<file path="config.mk">
export PLATFORM = sky130hd
export DESIGN_NAME = hazard_scheduler_flat
export DESIGN_NICKNAME = d
export VERILOG_FILES = /design/src/rtl/hazard_pkg.sv /design/src/rtl/hazard_scheduler_if.sv /design/src/rtl/hazard_scheduler_md_busy_counter.sv /design/src/rtl/hazard_scheduler.sv /design/src/flat_wrapper.sv
export SDC_FILE = /design/constraint.sdc
export NUM_CORES = 1
export LEC_CHECK = 0
export ABC_AREA = 1
export ABC_CLOCK_PERIOD_IN_PS = 2500
export BUFFER_PORTS_ARGS = -buffer_cell sky130_fd_sc_hd__buf_2
export CAP_MARGIN = 20
export CORE_ASPECT_RATIO = 0.9
export CORE_MARGIN = 2
export CORE_UTILIZATION = 37
export DETAILED_ROUTE_END_ITERATION = 10
export HOLD_SLACK_MARGIN = 0.03
export PLACE_DENSITY = 0.6
export SYNTH_ARGS = -nofsm -noshare
export SYNTH_HDL_FRONTEND = slang
export SYNTH_SLANG_ARGS = --single-unit
</file>
<file path="constraint.sdc">
create_clock -name clk -period 2.5 [get_ports clk]
set_input_delay 0.125 -clock clk [delete_from_list [all_inputs] [get_ports clk]]
set_output_delay 0.125 -clock clk [all_outputs]
set_load 0.02 [all_outputs]
</file>
<file path="src/rtl/hazard_pkg.sv">
// Shared types, constants and helpers for the D-stage hazard scheduler.
package hazard_pkg;

  localparam logic [1:0] TUSE_NONE  = 2'd3;

  // D-stage forward selects
  localparam logic [1:0] FWD_GRF    = 2'd0;
  localparam logic [1:0] FWD_E      = 2'd1;
  localparam logic [1:0] FWD_M      = 2'd2;

  // E-stage forward selects
  localparam logic [1:0] FWD_NONE   = 2'd0;
  localparam logic [1:0] FWD_FROM_M = 2'd1;
  localparam logic [1:0] FWD_FROM_W = 2'd2;

  localparam int MD_MULT_CYCLES = 5;
  localparam int MD_DIV_CYCLES  = 10;

  typedef struct packed {
    logic [4:0] a3;
    logic       we;
    logic [1:0] tnew;
  } stage_t;

  localparam stage_t STAGE_BUBBLE = '0;

  // Tnew counts down toward 0 and holds there.
  function automatic logic [1:0] tnew_dec(input logic [1:0] t);
    return (t == 2'd0) ? 2'd0 : t - 2'd1;
  endfunction

  // $0 is hardwired, so it never creates a dependence.
  function automatic logic stage_match(input stage_t s, input logic [4:0] src);
    return s.we && (s.a3 == src) && (src != 5'd0);
  endfunction

endpackage

</file>
<file path="src/rtl/hazard_scheduler_if.sv">
// D-stage request fields, flush, and the scheduler's stall/forward controls.
interface hazard_scheduler_if;
  logic       req;
  logic [4:0] D_rs;
  logic [4:0] D_rt;
  logic [1:0] D_Tuse_rs;
  logic [1:0] D_Tuse_rt;
  logic [4:0] D_A3;
  logic       D_RegWrite;
  logic [1:0] D_Tnew;
  logic       D_md_start;
  logic       D_md_div;
  logic       D_md_use;
  logic       stall;
  logic [1:0] D_fwd_rs;
  logic [1:0] D_fwd_rt;
  logic [1:0] E_fwd_rs;
  logic [1:0] E_fwd_rt;
  logic       md_busy;

  modport master (
    output req, D_rs, D_rt, D_Tuse_rs, D_Tuse_rt, D_A3, D_RegWrite, D_Tnew,
           D_md_start, D_md_div, D_md_use,
    input  stall, D_fwd_rs, D_fwd_rt, E_fwd_rs, E_fwd_rt, md_busy
  );

  modport slave (
    input  req, D_rs, D_rt, D_Tuse_rs, D_Tuse_rt, D_A3, D_RegWrite, D_Tnew,
           D_md_start, D_md_div, D_md_use,
    output stall, D_fwd_rs, D_fwd_rt, E_fwd_rs, E_fwd_rt, md_busy
  );
endinterface

</file>
<file path="src/rtl/hazard_scheduler_md_busy_counter.sv">
// Multiply/divide unit busy countdown. Loads on issue, otherwise counts down to 0.
module md_busy_counter #(
  parameter int MULT_CYCLES = 5,
  parameter int DIV_CYCLES  = 10
) (
  input  logic clk,
  input  logic reset,
  input  logic load,
  input  logic is_div,
  output logic busy
);

  localparam int MAX_CYCLES = (MULT_CYCLES > DIV_CYCLES) ? MULT_CYCLES : DIV_CYCLES;
  localparam int CW         = $clog2(MAX_CYCLES + 1);

  logic [CW-1:0] count;

  // Countdown register; an issuing MDU op reloads, exceptions do not cancel it.
  always_ff @(posedge clk) begin
    if (!reset) begin
      count <= '0;
    end else if (load) begin
      count <= is_div ? CW'(DIV_CYCLES) : CW'(MULT_CYCLES);
    end else if (count != '0) begin
      count <= count - 1'b1;
    end
  end

  assign busy = (count != '0);

endmodule

</file>
<file path="src/rtl/hazard_scheduler.sv">
// Stall/forward scheduler beside the D stage: tracks E/M/W producers and the MDU.
module hazard_scheduler
  import hazard_pkg::*;
#(
  parameter int MULT_CYCLES = MD_MULT_CYCLES,
  parameter int DIV_CYCLES  = MD_DIV_CYCLES
) (
  input  logic clk,
  input  logic reset,
  hazard_scheduler_if.slave hif
);

  stage_t     e_stage;
  stage_t     m_stage;
  logic [4:0] e_rs;
  logic [4:0] e_rt;
  logic [4:0] w_a3;
  logic       w_we;

  logic       stall;
  logic       md_busy;
  logic       md_load;
  logic       rs_hazard;
  logic       rt_hazard;
  logic       md_hazard;

  // A source with Tnew still ahead of its Tuse in E or M cannot be satisfied yet.
  function automatic logic src_hazard(input stage_t e, input stage_t m,
                                      input logic [4:0] src, input logic [1:0] tuse);
    logic h;
    h = 1'b0;
    if (tuse != TUSE_NONE) begin
      if (stage_match(e, src) && (e.tnew > tuse)) h = 1'b1;
      if (stage_match(m, src) && (m.tnew > tuse)) h = 1'b1;
    end
    return h;
  endfunction

  // E is the nearest producer, so a pending E result shadows a ready M result.
  function automatic logic [1:0] d_fwd_sel(input stage_t e, input stage_t m,
                                           input logic [4:0] src);
    logic [1:0] sel;
    sel = FWD_GRF;
    if (stage_match(e, src)) begin
      if (e.tnew == 2'd0) sel = FWD_E;
    end else if (stage_match(m, src) && (m.tnew == 2'd0)) begin
      sel = FWD_M;
    end
    return sel;
  endfunction

  function automatic logic [1:0] e_fwd_sel(input stage_t m, input logic [4:0] w_a3_i,
                                           input logic w_we_i, input logic [4:0] src);
    logic [1:0] sel;
    sel = FWD_NONE;
    if (stage_match(m, src) && (m.tnew == 2'd0)) begin
      sel = FWD_FROM_M;
    end else if (w_we_i && (w_a3_i == src) && (src != 5'd0)) begin
      sel = FWD_FROM_W;
    end
    return sel;
  endfunction

  // Stall decision and forward selects from the registered trackers.
  always_comb begin
    rs_hazard = src_hazard(e_stage, m_stage, hif.D_rs, hif.D_Tuse_rs);
    rt_hazard = src_hazard(e_stage, m_stage, hif.D_rt, hif.D_Tuse_rt);
    md_hazard = (hif.D_md_start || hif.D_md_use) && md_busy;
    stall     = rs_hazard || rt_hazard || md_hazard;
    md_load   = hif.D_md_start && !stall && !hif.req;
  end

  // Pipeline trackers; flush and reset both empty E/M/W.
  always_ff @(posedge clk) begin
    if (!reset || hif.req) begin
      e_stage <= STAGE_BUBBLE;
      e_rs    <= 5'd0;
      e_rt    <= 5'd0;
      m_stage <= STAGE_BUBBLE;
      w_a3    <= 5'd0;
      w_we    <= 1'b0;
    end else begin
      if (stall) begin
        e_stage <= STAGE_BUBBLE;
        e_rs    <= 5'd0;
        e_rt    <= 5'd0;
      end else begin
        e_stage <= '{a3: hif.D_A3, we: hif.D_RegWrite, tnew: hif.D_Tnew};
        e_rs    <= hif.D_rs;
        e_rt    <= hif.D_rt;
      end
      m_stage <= '{a3: e_stage.a3, we: e_stage.we, tnew: tnew_dec(e_stage.tnew)};
      w_a3    <= m_stage.a3;
      w_we    <= m_stage.we;
    end
  end

  md_busy_counter #(
    .MULT_CYCLES (MULT_CYCLES),
    .DIV_CYCLES  (DIV_CYCLES)
  ) u_md_busy (
    .clk    (clk),
    .reset  (reset),
    .load   (md_load),
    .is_div (hif.D_md_div),
    .busy   (md_busy)
  );

  assign hif.stall    = stall;
  assign hif.md_busy  = md_busy;
  assign hif.D_fwd_rs = d_fwd_sel(e_stage, m_stage, hif.D_rs);
  assign hif.D_fwd_rt = d_fwd_sel(e_stage, m_stage, hif.D_rt);
  assign hif.E_fwd_rs = e_fwd_sel(m_stage, w_a3, w_we, e_rs);
  assign hif.E_fwd_rt = e_fwd_sel(m_stage, w_a3, w_we, e_rt);

endmodule

</file>
<file path="src/flat_wrapper.sv">
// flat-port wrapper written by rule: the top's interface ports become plain ports
module hazard_scheduler_flat import hazard_pkg::*;
#(
  parameter int MULT_CYCLES = MD_MULT_CYCLES,
  parameter int DIV_CYCLES  = MD_DIV_CYCLES
)
  (clk, reset, hif_req, hif_D_rs, hif_D_rt, hif_D_Tuse_rs, hif_D_Tuse_rt, hif_D_A3, hif_D_RegWrite, hif_D_Tnew, hif_D_md_start, hif_D_md_div, hif_D_md_use, hif_stall, hif_D_fwd_rs, hif_D_fwd_rt, hif_E_fwd_rs, hif_E_fwd_rt, hif_md_busy);
  hazard_scheduler_if hif_i ();
  input  logic clk;
  input  logic reset;
  input wire logic [$bits(hif_i.req)-1:0] hif_req;
  input wire logic [$bits(hif_i.D_rs)-1:0] hif_D_rs;
  input wire logic [$bits(hif_i.D_rt)-1:0] hif_D_rt;
  input wire logic [$bits(hif_i.D_Tuse_rs)-1:0] hif_D_Tuse_rs;
  input wire logic [$bits(hif_i.D_Tuse_rt)-1:0] hif_D_Tuse_rt;
  input wire logic [$bits(hif_i.D_A3)-1:0] hif_D_A3;
  input wire logic [$bits(hif_i.D_RegWrite)-1:0] hif_D_RegWrite;
  input wire logic [$bits(hif_i.D_Tnew)-1:0] hif_D_Tnew;
  input wire logic [$bits(hif_i.D_md_start)-1:0] hif_D_md_start;
  input wire logic [$bits(hif_i.D_md_div)-1:0] hif_D_md_div;
  input wire logic [$bits(hif_i.D_md_use)-1:0] hif_D_md_use;
  output wire logic [$bits(hif_i.stall)-1:0] hif_stall;
  output wire logic [$bits(hif_i.D_fwd_rs)-1:0] hif_D_fwd_rs;
  output wire logic [$bits(hif_i.D_fwd_rt)-1:0] hif_D_fwd_rt;
  output wire logic [$bits(hif_i.E_fwd_rs)-1:0] hif_E_fwd_rs;
  output wire logic [$bits(hif_i.E_fwd_rt)-1:0] hif_E_fwd_rt;
  output wire logic [$bits(hif_i.md_busy)-1:0] hif_md_busy;
  assign hif_i.req = hif_req;
  assign hif_i.D_rs = hif_D_rs;
  assign hif_i.D_rt = hif_D_rt;
  assign hif_i.D_Tuse_rs = hif_D_Tuse_rs;
  assign hif_i.D_Tuse_rt = hif_D_Tuse_rt;
  assign hif_i.D_A3 = hif_D_A3;
  assign hif_i.D_RegWrite = hif_D_RegWrite;
  assign hif_i.D_Tnew = hif_D_Tnew;
  assign hif_i.D_md_start = hif_D_md_start;
  assign hif_i.D_md_div = hif_D_md_div;
  assign hif_i.D_md_use = hif_D_md_use;
  assign hif_stall = hif_i.stall;
  assign hif_D_fwd_rs = hif_i.D_fwd_rs;
  assign hif_D_fwd_rt = hif_i.D_fwd_rt;
  assign hif_E_fwd_rs = hif_i.E_fwd_rs;
  assign hif_E_fwd_rt = hif_i.E_fwd_rt;
  assign hif_md_busy = hif_i.md_busy;
  hazard_scheduler #(.MULT_CYCLES(MULT_CYCLES), .DIV_CYCLES(DIV_CYCLES)) u_core (.clk(clk), .reset(reset), .hif(hif_i));
endmodule
</file>
==> results of run 1 <==
-- layout by cell type, fill, tap and decap left out, types with 3 or more instances in the layout --
cell | netlist | routed
nor2_4 | 10 | 10
clkbuf_8 | 0 | 7
a21oi_1 | 16 | 16
ha_1 | 11 | 11
buf_2 | 0 | 37
xnor2_1 | 5 | 5
nand2_1 | 70 | 70
nor4_1 | 3 | 3
inv_1 | 51 | 51
xor2_1 | 6 | 6
nand4_1 | 5 | 5
nor3_1 | 5 | 5
dfxtp_1 | 36 | 36
o22ai_1 | 7 | 7
nand3_1 | 12 | 12
inv_2 | 7 | 7
nor2_1 | 42 | 42
or2_2 | 3 | 3
nand2_2 | 3 | 3
o21ai_0 | 4 | 4
-- path summary, 6_finish.rpt --
path                startpoint                 to  slack, ns  cells past startpoint
max          u_core.m_stage[4]     u_core.e_rs[4]       0.58                     11
max reg2reg  u_core.m_stage[4]     u_core.e_rs[4]       0.58                     11
min reg2reg  u_core.e_stage[0]  u_core.m_stage[0]       0.44                      1
min             hif_D_RegWrite  u_core.e_stage[2]       0.05                      3
-- logic make-up after synthesis --
| group | after synthesis |
|---|---|
| adder cells (fa/ha/maj) | 11 |
| AND/OR/NAND/NOR | 158 |
| buffers and inverters | 62 |
| flip-flops | 36 |
| XOR/XNOR | 11 |
| AO/OA/AOI/OAI | 32 |
-- cell usage after synthesis, drive strengths merged --
| library cell | number | area share [%] |
|---|---|---|
| o211ai | 2 | 0.70 |
| nand2 | 73 | 13 |
| o22ai | 7 | 2.0 |
| ha | 11 | 6.4 |
| nor4 | 3 | 0.88 |
| a21oi | 16 | 3.7 |
| inv | 58 | 10 |
| buf | 2 | 1.5 |
| dfxtp | 36 | 34 |
| nand4 | 5 | 1.5 |
| a21boi | 1 | 0.53 |
| nor2 | 54 | 13 |
| or2 | 4 | 1.2 |
| xor2 | 6 | 2.5 |
| o21ai | 4 | 0.93 |
| a211oi | 1 | 0.35 |
| clkbuf | 2 | 0.35 |
| nand3 | 14 | 3.7 |
| xnor2 | 5 | 2.0 |
| o2111ai | 1 | 0.41 |
| nor3 | 5 | 1.2 |
-- power groups by stage --
stage / logic, uW / registers (uW) / clock network [uW]
2_1_floorplan: 492 / 683 / 0
3_3_place_gp: 606 / 694 / 0
3_5_place_dp: 610 / 694 / 0
6_report: 608 / 681 / 440
4_1_cts: 616 / 680 / 462
5_1_grt: 696 / 688 / 485
-- worst reg2reg max path: stages, from the launching register on --
cell      delay (ns)
dfxtp_1         0.50
inv_1           0.15
a21oi_1         0.14
nand2_1         0.08
nor2_2          0.13
nand3_2         0.08
nand2_2         0.08
a21boi_2        0.06
nand2_2         0.06
or2_1           0.09
buf_4           0.34
nor2_1          0.09
-- registers in the layout, summed over array words and instances, names as in the netlist --
name and cells:
u_core.m_stage 8, u_core.e_rs 5, u_core.u_md_busy.count 4, u_core.e_rt 5, u_core.w_we 1, u_core.w_a3 5
u_core.e_stage 8
-- final cells by class --
class / count / area [sq um]
clock buffer: 7 / 96.3
fill: 593 / 3150
inverter: 58 / 218
multi-input combinational: 212 / 1160
sequential: 36 / 721
tap: 70 / 87.6
timing repair buffer: 38 / 193
-- metal layers --
layer  GRT usage [%]  vias up  wire length [microns]
li1                -     1044                      -
met1            22.1      828                   2440
met2            23.5       47                   2140
met3            2.93       14                    190
met4            8.87        0                    172
met5               0        -                      0
-- stage by stage --
stage                     instances  area, sq um
after floorplan                 310         2140
after global routing            421         2480
after CTS                       421         2480
final                           421         2480
after detailed placement        414         2380
after global placement          414         2380
==> flow_metrics.env, run 1 <==
export IMPL_synth_xor_area_share_pct=4.50
export IMPL_cts_setup_buffers=0
export IMPL_fin_tns_setup_ns=0
export IMPL_grt_max_degree=19
export IMPL_slew_headroom_pct=70.9
export IMPL_timing_hold_violations_final=0
export IMPL_clkLatencyLatePin_ns=0.28
export IMPL_route_vias_total=1933
export IMPL_synthSimpleGateAreaFrac_pct=34.8
export IMPL_fin_util_pct=44.1
export IMPL_syn_area_per_cell_sq_um=6.91
export IMPL_grt_usage_pct=16.0
export IMPL_wl_microns=4950
export IMPL_num_nets_final=390
export IMPL_grt_pass1_wl_microns=8220
export IMPL_cp_start_kind="flip-flop"
export IMPL_pwr_share_clk_pct=25.5
export IMPL_p_comb_share_pct=35.2
export IMPL_portBuffers=37
export IMPL_seqPwrFrac_pct=39.4
export IMPL_p_switching_uw=602
export IMPL_syn_inst=310
export IMPL_drt_iter0_drc=88
export IMPL_cts_clk_slew_worst_paths_ns=0.07
export IMPL_cts_hold_buf=0
export IMPL_cp_max_fo=18
export IMPL_swShare_pct=34.8
export IMPL_ys_warn_count=0
export IMPL_cp_num_buf_inv=2
export IMPL_finalSetupViolCount=0
export IMPL_clock_path_buffers=2
export IMPL_cts_made_buffers=5
export IMPL_leakagePower_uw=0.00121
export IMPL_postRouteAntennaNets=0
export IMPL_period_needed_ns=1.92
export IMPL_internal_power_uw=1130
export IMPL_overflow=0
export IMPL_post_drt_via_cell_ratio=4.59
export IMPL_synthDistinctLibCells=28
export IMPL_ir_drop_uv=434
export IMPL_max_freq_mhz=521
export IMPL_drive_gt1_share_pct=20.8
export IMPL_core_area_sq_um=5630
export IMPL_die_height_microns=76.2
export IMPL_grt_pass1_vias=1760
export IMPL_hold_slack_ns=0.0484
export IMPL_dpl_hpwl_microns=4000
export IMPL_gp_congestion=0.850
export IMPL_skew_ns=0.00238
export IMPL_synthMuxAreaShare_pct=0
export IMPL_required_ns=2.66
export IMPL_clock_sinks=36
export IMPL_die_w_microns=84.2
export IMPL_synth_top_family_by_area="simple AND/OR/NAND/NOR gates"
export IMPL_powerDensity_nw_per_um2=697
export IMPL_hold_path_class="in2reg"
export IMPL_rsz0062_at_grt="no"
export IMPL_status="completed"
export IMPL_ctsRootBufferMaster="clkbuf_8"
export IMPL_synth_net_count=349
export IMPL_n_antenna_cell=0
export IMPL_end_kind="flip-flop"
export IMPL_critical_path_class="reg2reg"
export IMPL_cap_violations=0
export IMPL_crit_arrival_ns=2.08
export IMPL_netlist_area_sq_um=2140
export IMPL_slew_viol_final=0
export IMPL_synth_seq_area_share_pct=33.6
export IMPL_route_detailed_drc=0
export IMPL_ys_ff_latch=36
export IMPL_post_route_period_util_pct=76.7
export IMPL_synth_compound_area_share_pct=8.70
export IMPL_initial_core_util_pct=38.1
export IMPL_p_total_uw=1730
export IMPL_dieArea_sq_um=6420
export IMPL_synth_fa_ha_area_share_pct=6.43
export IMPL_wl_per_cell_microns=11.8
export IMPL_post_place_ws_ns=0.607
export IMPL_drt_first_pass_iters=4
export IMPL_io_pins=38
export IMPL_critical_path_slowest_cell="dfxtp_1"
export IMPL_grt_antenna_before_repair=0
export IMPL_rows=26
export IMPL_path_cells="inv_1, a21oi_1, nand2_1, nor2_2, nand3_2, nand2_2, a21boi_2, nand2_2, or2_1, buf_4, nor2_1"
export IMPL_area_growth_pct=15.8
export IMPL_h_tree_depth=2
export IMPL_fin_ws_ns=0.582
export IMPL_worst_pin_slew_ns=0.433
export IMPL_crit_top_cell="nand2_2"
export IMPL_cts_tree="done"
export IMPL_post_cts_resized=0
export IMPL_critPathTopFamily="simple AND/OR/NAND/NOR gates"
export IMPL_slowest_delay_ns=0.50
No activity file was read; power rests on OpenSTA's default activity.
==> run 2: changes to the inputs <==
ABC_CLOCK_PERIOD_IN_PS = 2000   (was 2500)
clock period = 2 ns   (was 2.5 ns; I/O delays follow)
==> run 2 against run 1 <==
  * Clock power rose by 16%
  * Via count rose by 3.6%
  * Non-clock buffer count rose by 5
  * Core utilization rose by 1.0 points
  * Wire length rose by 4.4%
  * Sequential share of layout area fell by 0.67 points
  * Combinational power rose by 32%
  * First-iteration DRC count fell by 16%
  * Critical path depth fell by 2
  * Worst setup slack got worse by 0.41 ns
  * Largest power group unchanged
==> flow_metrics.env, run 2 (synthesis results as in run 1) <==
export IMPL_top_layer="met4"
export IMPL_cts_made_buffers=5
export IMPL_critical_path_class="reg2out"
export IMPL_rr_worst_depth=10
export IMPL_status="completed"
export IMPL_skew_ns=0.00323
export IMPL_hold_path_class="in2reg"
export IMPL_ir_drop_uv=555
export IMPL_num_nets_final=395
export IMPL_n_antenna_cell=0
export IMPL_drt_first_pass_iters=4
export IMPL_drt_iter0_drc=74
export IMPL_clock_sinks=36
export IMPL_fin_tns_setup_ns=0
export IMPL_fill_cells=605
export IMPL_max_freq_mhz=547
export IMPL_timing_rr_end="u_core.e_rs[4]"
export IMPL_wl_per_cell_microns=12.1
export IMPL_leakagePower_uw=0.00123
export IMPL_timing_hold_violations_final=0
export IMPL_area_growth_pct=18.5
export IMPL_rsz0062_at_grt="yes"
export IMPL_slew_headroom_pct=71.5
export IMPL_route_detailed_drc=0
export IMPL_drt_met1_wl_microns=2500
export IMPL_post_route_period_util_pct=91.4
export IMPL_cts_clk_slew_worst_paths_ns=0.07
export IMPL_fin_util_pct=45.1
export IMPL_end_kind="output pin"
export IMPL_crit_arrival_ns=1.73
export IMPL_final_cell_mix="70 x nand2_1, 51 x inv_1, 42 x nor2_1"
export IMPL_rows=26
export IMPL_r2r_setup_slack_ns=0.18
export IMPL_die_w_microns=84.2
export IMPL_initial_core_util_pct=38.1
export IMPL_fin_ws_ns=0.171
export IMPL_stdcell_area_sq_um=2540
export IMPL_met2_length_microns=2360
export IMPL_period_needed_ns=1.83
export IMPL_post_drt_via_cell_ratio=4.69
export IMPL_slew_viol_final=0
export IMPL_post_place_ws_ns=0.198
export IMPL_cap_violations=0
export IMPL_h_tree_depth=2
export IMPL_die_height_microns=76.2
export IMPL_drive_gt1_share_pct=21.8
export IMPL_cp_start_kind="flip-flop"
export IMPL_grt_usage_pct=16.7
export IMPL_cts_tree="done"
export IMPL_crit_path_end="hif_stall"
export IMPL_grt_pass1_wl_microns=8640
export IMPL_portBuffers=37
export IMPL_io_pins=38
export IMPL_placed_area_sq_um=2400
export IMPL_powerDensity_nw_per_um2=854
export IMPL_wl_microns=5170
export IMPL_cp_max_fo=6
export IMPL_r2r_start="u_core.m_stage[1]"
export IMPL_gp_congestion=0.875
export IMPL_finalSetupViolCount=0
export IMPL_core_area_sq_um=5630
export IMPL_worst_pin_slew_ns=0.424
export IMPL_grt_max_degree=19
export IMPL_clock_path_buffers=2
export IMPL_dpl_hpwl_microns=4070
export IMPL_grt_pass1_vias=1922
export IMPL_final_common_cell="nand2_1"
export IMPL_wl_met3_microns=224
export IMPL_required_ns=1.90
export IMPL_overflow=0
export IMPL_startpoint="u_core.m_stage[4]"
export IMPL_reg_top3="u_core.e_stage: 8 flops, u_core.m_stage: 8 flops"
export IMPL_dieArea_sq_um=6420
export IMPL_ctsRootBufferMaster="clkbuf_8"
export IMPL_route_vias_total=2002
export IMPL_clkLatencyLatePin_ns=0.29
export IMPL_grt_antenna_before_repair=0
export IMPL_postRouteAntennaNets=0
-- run 2: worst max-delay path, stage by stage, from the launching register on --
cell and delay, ns:
dfxtp_1 0.49, inv_1 0.15, a21oi_1 0.15, nand2_1 0.08, nor2_2 0.13, nand3_2 0.08, nand2_2 0.08, a21boi_2 0.06
nand2_2 0.06, buf_2 0.16
-- run 2: repair_timing --
item / in CTS / in global routing
resized for setup: 0 / 2
setup endpoints to repair: 0 / 4
hold endpoints to repair: 3 / 0
hold buffers: 3 / 0
setup buffers: 0 / 2
-- run 2: where the power goes --
part,internal (uW),leakage (uW),switching [uW]
sequential,799,0.000293,51.9
combinational,328,0.000891,478
clock,243,0.0000479,270
-- run 2: worst min-delay path by stage --
stage / start / to / slack (ns) / cells after the start
CTS: hif_D_A3[2] / u_core.e_stage[5] / 0.04 / 3
global route: hif_D_A3[2] / u_core.e_stage[5] / 0.04 / 3
finish: hif_D_A3[2] / u_core.e_stage[5] / 0.05 / 3
floorplan: hif_D_Tnew[1] / u_core.e_stage[1] / 0.21 / 2
global placement: hif_D_A3[4] / u_core.e_stage[7] / 0.31 / 3
detailed placement: hif_D_A3[4] / u_core.e_stage[7] / 0.32 / 3
-- run 2: layout make-up --
class / count / area [sq um] / share of cell area, %
clock buffer: 5 / 68.8 / 2.71
clock inverter: 3 / 18.8 / 0.739
inverter: 58 / 218 / 8.58
multi-input combinational: 212 / 1170 / 46.3
sequential: 36 / 721 / 28.4
tap: 70 / 87.6 / 3.45
timing repair buffer: 43 / 250 / 9.86
-- run 2: metrics by stage --
step	total power, uW	hold slack, ns	cells
global route	2340	0.0415	427
global placement	1640	0.314	414
detailed placement	1640	0.321	414
finish	2170	0.0452	427
floorplan	1470	0.212	310
CTS	2160	0.0398	425
-- run 2: routing by layer --
metal | track usage [%] | vias to the layer above
met2 | 27.3 | 51
met5 | 0 | -
li1 | - | 1054
met4 | 5.65 | 0
met3 | 3.68 | 9
met1 | 21.7 | 888
